$ cat config.mk
export PLATFORM = sky130hd
export DESIGN_NAME = elevator_car_ctrl
export DESIGN_NICKNAME = d
export VERILOG_FILES = /design/src/rtl/elevator_pkg.sv /design/src/rtl/tick_sync.sv /design/src/rtl/elevator_car_ctrl.sv
export SDC_FILE = /design/constraint.sdc
export NUM_CORES = 1
export LEC_CHECK = 0
export ABC_AREA = 0
export CAP_MARGIN = 20
export CORE_MARGIN = 2
export CORE_UTILIZATION = 55
export DETAILED_ROUTE_END_ITERATION = 7
export HOLD_SLACK_MARGIN = 0.06
export PLACE_DENSITY = 0.84
export SLEW_MARGIN = 25
export SYNTH_ARGS = -nofsm -noshare
export SYNTH_HDL_FRONTEND = slang
export SYNTH_SLANG_ARGS = --single-unit
$ cat constraint.sdc
create_clock -name clk_100MHz -period 3.3 [get_ports clk_100MHz]
set_input_delay 0.66 -clock clk_100MHz [delete_from_list [all_inputs] [get_ports clk_100MHz]]
set_output_delay 0.66 -clock clk_100MHz [all_outputs]
set_load 0.1 [all_outputs]
$ cat src/rtl/elevator_pkg.sv
// Shared types and default sizing for the elevator car controller and its tick synchroniser.
package elevator_pkg;

    localparam int DEF_N_FLOORS    = 4;
    localparam int DEF_FLOOR_W     = 2;
    localparam int DEF_DOOR_SECS   = 3;
    localparam int DEF_SYNC_STAGES = 2;
    localparam int TIMER_W         = 4;

    typedef enum logic [1:0] {
        IDLE,
        MOVE_UP,
        MOVE_DOWN,
        DOOR
    } state_t;

endpackage

$ cat src/rtl/tick_sync.sv
// Brings the slow clk_1Hz into the system clock domain as data and emits one
// registered single-cycle tick per rising edge (SYNC_STAGES+1 cycles after the edge).
module tick_sync #(
    parameter int SYNC_STAGES = 2
) (
    input  logic clk_100MHz,
    input  logic reset,
    input  logic async_in,
    output logic tick
);

    logic [SYNC_STAGES-1:0] sync;
    logic                   prev;

    always_ff @(posedge clk_100MHz) begin
        if (reset) begin
            sync <= '0;
            prev <= 1'b0;
            tick <= 1'b0;
        end else begin
            sync <= {sync[SYNC_STAGES-2:0], async_in};
            prev <= sync[SYNC_STAGES-1];
            tick <= sync[SYNC_STAGES-1] & ~prev;
        end
    end

endmodule

$ cat src/rtl/elevator_car_ctrl.sv
// Elevator car motion/door controller: latches floor requests, serves them in SCAN
// order one floor per tick, and holds the door open for DOOR_SECS ticks.
module elevator_car_ctrl
    import elevator_pkg::*;
#(
    parameter int N_FLOORS    = DEF_N_FLOORS,
    parameter int FLOOR_W     = DEF_FLOOR_W,
    parameter int DOOR_SECS   = DEF_DOOR_SECS,
    parameter int SYNC_STAGES = DEF_SYNC_STAGES
) (
    input  logic                clk_100MHz,
    input  logic                reset,
    input  logic                clk_1Hz,
    input  logic [N_FLOORS-1:0] floor_req,
    output logic [FLOOR_W-1:0]  current_floor,
    output logic [N_FLOORS-1:0] pending,
    output logic                moving,
    output logic                dir_up,
    output logic                door_open
);

    state_t               state;
    state_t               state_next;
    logic [FLOOR_W-1:0]   cur_next;
    logic                 dir_next;
    logic [TIMER_W-1:0]   door_timer;
    logic [TIMER_W-1:0]   timer_next;
    logic [N_FLOORS-1:0]  want;
    logic [N_FLOORS-1:0]  clr;
    logic [FLOOR_W-1:0]   up_floor;
    logic [FLOOR_W-1:0]   dn_floor;
    logic                 at_top;
    logic                 at_bottom;
    logic                 above;
    logic                 below;
    logic                 above_far;
    logic                 below_far;
    logic                 tick;

    tick_sync #(
        .SYNC_STAGES(SYNC_STAGES)
    ) u_tick_sync (
        .clk_100MHz(clk_100MHz),
        .reset     (reset),
        .async_in  (clk_1Hz),
        .tick      (tick)
    );

    // Arrival decisions also honour requests arriving in the same cycle as the tick.
    assign want      = pending | floor_req;
    assign up_floor  = current_floor + 1'b1;
    assign dn_floor  = current_floor - 1'b1;
    assign at_top    = (current_floor == FLOOR_W'(N_FLOORS - 1));
    assign at_bottom = (current_floor == '0);

    always_comb begin
        int cur_i;
        cur_i     = int'(current_floor);
        above     = 1'b0;
        below     = 1'b0;
        above_far = 1'b0;
        below_far = 1'b0;
        for (int i = 0; i < N_FLOORS; i++) begin
            if (i > cur_i)     above     = above | pending[i];
            if (i < cur_i)     below     = below | pending[i];
            if (i > cur_i + 1) above_far = above_far | want[i];
            if (i < cur_i - 1) below_far = below_far | want[i];
        end
    end

    always_comb begin
        state_next = state;
        cur_next   = current_floor;
        dir_next   = dir_up;
        timer_next = door_timer;
        unique case (state)
            IDLE: begin
                if (pending[current_floor]) begin
                    state_next = DOOR;
                    timer_next = TIMER_W'(DOOR_SECS);
                end else if (above && (dir_up || !below)) begin
                    state_next = MOVE_UP;
                    dir_next   = 1'b1;
                end else if (below) begin
                    state_next = MOVE_DOWN;
                    dir_next   = 1'b0;
                end
            end
            MOVE_UP: begin
                if (tick) begin
                    if (at_top) begin
                        state_next = IDLE;
                    end else begin
                        cur_next = up_floor;
                        if (want[up_floor]) begin
                            state_next = DOOR;
                            timer_next = TIMER_W'(DOOR_SECS);
                        end else if (!above_far) begin
                            state_next = IDLE;
                        end
                    end
                end
            end
            MOVE_DOWN: begin
                if (tick) begin
                    if (at_bottom) begin
                        state_next = IDLE;
                    end else begin
                        cur_next = dn_floor;
                        if (want[dn_floor]) begin
                            state_next = DOOR;
                            timer_next = TIMER_W'(DOOR_SECS);
                        end else if (!below_far) begin
                            state_next = IDLE;
                        end
                    end
                end
            end
            DOOR: begin
                // A fresh call at this floor keeps the door open instead of being latched.
                if (floor_req[current_floor]) begin
                    timer_next = TIMER_W'(DOOR_SECS);
                end else if (tick) begin
                    timer_next = door_timer - 1'b1;
                    if (door_timer == TIMER_W'(1)) state_next = IDLE;
                end
            end
            default: state_next = IDLE;
        endcase
    end

    always_comb begin
        clr = '0;
        if ((state == DOOR) || (state_next == DOOR)) clr = N_FLOORS'(1) << cur_next;
    end

    always_ff @(posedge clk_100MHz) begin
        if (reset) begin
            state         <= IDLE;
            current_floor <= '0;
            pending       <= '0;
            dir_up        <= 1'b1;
            door_timer    <= '0;
            moving        <= 1'b0;
            door_open     <= 1'b0;
        end else begin
            state         <= state_next;
            current_floor <= cur_next;
            pending       <= (pending | floor_req) & ~clr;
            dir_up        <= dir_next;
            door_timer    <= timer_next;
            moving        <= (state_next == MOVE_UP) || (state_next == MOVE_DOWN);
            door_open     <= (state_next == DOOR);
        end
    end

endmodule
==> impl_metrics.env <==
export IMPL_status="finished clean"
export IMPL_synth_common_cells="dfxtp_1 (19), ha_1 (14), inv_1 (12)"
export IMPL_cts_buffer_depth=2
export IMPL_grt_pass1_wl_microns=5310
export IMPL_p_per_area_mw_per_mm2=715
export IMPL_seq_area_frac_synth_pct=28.1
export IMPL_yosys_most_used_dff="dfxtp_1"
export IMPL_finalWirelength_microns=3200
export IMPL_vdd_drop_max_uv=529
export IMPL_dieArea_sq_mm=0.00287
export IMPL_rsz0062_at_grt="no"
export IMPL_die_h_microns=53.6
export IMPL_cts_resized=0
export IMPL_drive_above_1_share_pct=18.2
export IMPL_leakage_nw=0.608
export IMPL_routed_via_density=6.48
export IMPL_yosysTopAreaCellShare_pct=28.1
export IMPL_synth_most_common_cell="dfxtp_1"
export IMPL_setup_ws_ns=0.181
export IMPL_hold_path_class="reg2reg"
export IMPL_synth_distinct_cells=50
export IMPL_rows=17
export IMPL_core_area_sq_mm=0.00228
export IMPL_routedWlPerCell_microns=16.6
export IMPL_ys_async_sr_fraction_pct=0
export IMPL_timing_final_crit_share_pct=94.5
export IMPL_cts_root_buf="clkbuf_4"
export IMPL_setup_viol=0
export IMPL_arrival_ns=3.33
export IMPL_h_tree_depth=1
export IMPL_pre_cts_slack_ns=-0.0109
export IMPL_fmax_ghz=0.321
export IMPL_gp_congestion=0.927
export IMPL_overflow=0
export IMPL_dr_total_vias=1251
export IMPL_relSlewSlack_pct=35.6
export IMPL_cts_hold_buffers_added=0
export IMPL_syn_avg_cell_area_sq_um=9.26
export IMPL_io_pins=16
export IMPL_drt_first_pass_iters=4
export IMPL_crit_path_end_kind="register"
export IMPL_ant_nets=0
export IMPL_track_usage_pct=25.5
export IMPL_nNetsFinal=187
export IMPL_cts_sinks=19
export IMPL_maxCapViolations=0
export IMPL_cp_max_fo=11
export IMPL_final_max_slew_viol_count=0
export IMPL_syn_area_sq_mm=0.00135
export IMPL_clk_latency_ns=0.30
export IMPL_io_buffers=15
export IMPL_synth_area_leaders="dfxtp_1 (28%), ha_1 (13%), o21ai_0 (4.1%)"
export IMPL_min_period_ns=3.12
export IMPL_synthCells=146
export IMPL_cts_tree="built"
export IMPL_drt_iter0_drc=51
export IMPL_grt_pass1_vias=1132
export IMPL_drcViolationCount=0
export IMPL_fin_util_pct=68.1
export IMPL_ys_ff_latch=19
export IMPL_critPathLaunchType="register"
export IMPL_dpl_hpwl_microns=2480
export IMPL_worstPathRequired_ns=3.51
export IMPL_postCtsSetupRepairBufs=0
export IMPL_synth_edf_count=0
export IMPL_initial_core_util_pct=59.4
export IMPL_area_growth_syn_to_layout_pct=14.6
export IMPL_cts_buffers=3
export IMPL_die_x_microns=53.6
export IMPL_power_mw=1.11
export IMPL_crit_type="reg2reg"
export IMPL_clk_pin_slew_ns=0.10
export IMPL_grt_antenna_before_repair=0
export IMPL_yosysWarnings=0
export IMPL_synth_top_area_cell="dfxtp_1"
export IMPL_syn_nets=167
export IMPL_n_antenna_cell=0
export IMPL_worst_pin_slew_ns=0.963
export IMPL_fin_skew_ns=0.00881
export IMPL_grt_max_degree=16
export IMPL_hold_viol_final=0
flip-flops by register name, summed over array words and instances, names as in the netlist:
name	count
door_timer	4
u_tick_sync.prev	1
state	2
moving	1
u_tick_sync.tick	1
u_tick_sync.sync	2
dir_up	1
pending	4
current_floor	2
door_open	1
stage by stage:
stage	hold slack (ns)	instance area (sq um)	cells	TNS [ns]
floorplan	0.367	1350	146	0
global placement	0.371	1520	189	0
detailed placement	0.404	1520	189	-0.0109
CTS	0.419	1550	193	0
global route	0.423	1550	193	0
finish	0.425	1550	193	0
cell type report:
type | count | area [sq um]
sequential | 19 | 383
tap | 28 | 35.0
multi-input combinational | 112 | 903
inverter | 12 | 45.0
clock buffer | 3 | 22.5
timing repair buffer | 18 | 155
fill | 181 | 727
clock inverter | 1 | 5.00
cells by family after synthesis:
logic type	count (synthesis)	synth area share, %
flip-flops	19	28.1
AND/OR/NAND/NOR	49	22.7
adder cells (fa/ha/maj)	14	13.0
buffers and inverters	15	5.00
multiplexers	2	3.33
AO/OA/AOI/OAI	47	27.9
cell usage in the layout (no fill, tap or decap), types with 2 or more instances in the layout:
cell type        instances
a211oi_1                 3
a21oi_1                  5
a221oi_1                 2
a22oi_1                  2
a311oi_1                 3
a31o_2                   2
a31oi_1                  2
and2_1                   2
buf_4                   10
clkbuf_4                 3
clkdlybuf4s50_1          8
dfxtp_1                 17
dfxtp_2                  2
ha_1                    14
inv_1                   12
mux4_2                   2
nand2_1                  4
nor2_1                  11
nor2b_1                  7
nor3_1                   4
nor4_1                   3
nor4b_1                  2
o21ai_0                 11
o221a_1                  2
o2bb2ai_1                2
o31a_1                   2
or3_1                    2
or3b_1                   2
path summary, 6_finish.rpt:
check                                      start          endpoint  slack (ns)  depth (start not counted)
worst max-delay path            current_floor[1]        pending[3]        0.18                         11
worst min register to register  u_tick_sync.prev  u_tick_sync.tick        0.42                          1
worst max register to register  current_floor[1]        pending[3]        0.18                         11
worst min-delay path            u_tick_sync.prev  u_tick_sync.tick        0.42                          1
critical path, cell delays in order, from the launching register on:
cell and delay, ns:
dfxtp_2 0.48, inv_1 0.12, ha_1 0.40, or4bb_1 0.55
nand4_1 0.15, nor2_1 0.05, a21oi_1 0.28, a31oi_1 0.14
ha_1 0.24, nor2_1 0.27, inv_1 0.08, a311oi_1 0.26
power breakdown:
part,internal [mW],total [mW],switching [mW]
sequential,0.274,0.320,0.0454
clock,0.0451,0.112,0.0671
combinational,0.247,0.676,0.429
total,0.566,1.11,0.542
metal layers:
metal	share of wire, %	GRT usage [%]
met4	0.91	7.26
met5	0	0
met3	6.1	5.00
met2	50	42.0
met1	43	33.7
(Power assumes the default switching activity.)
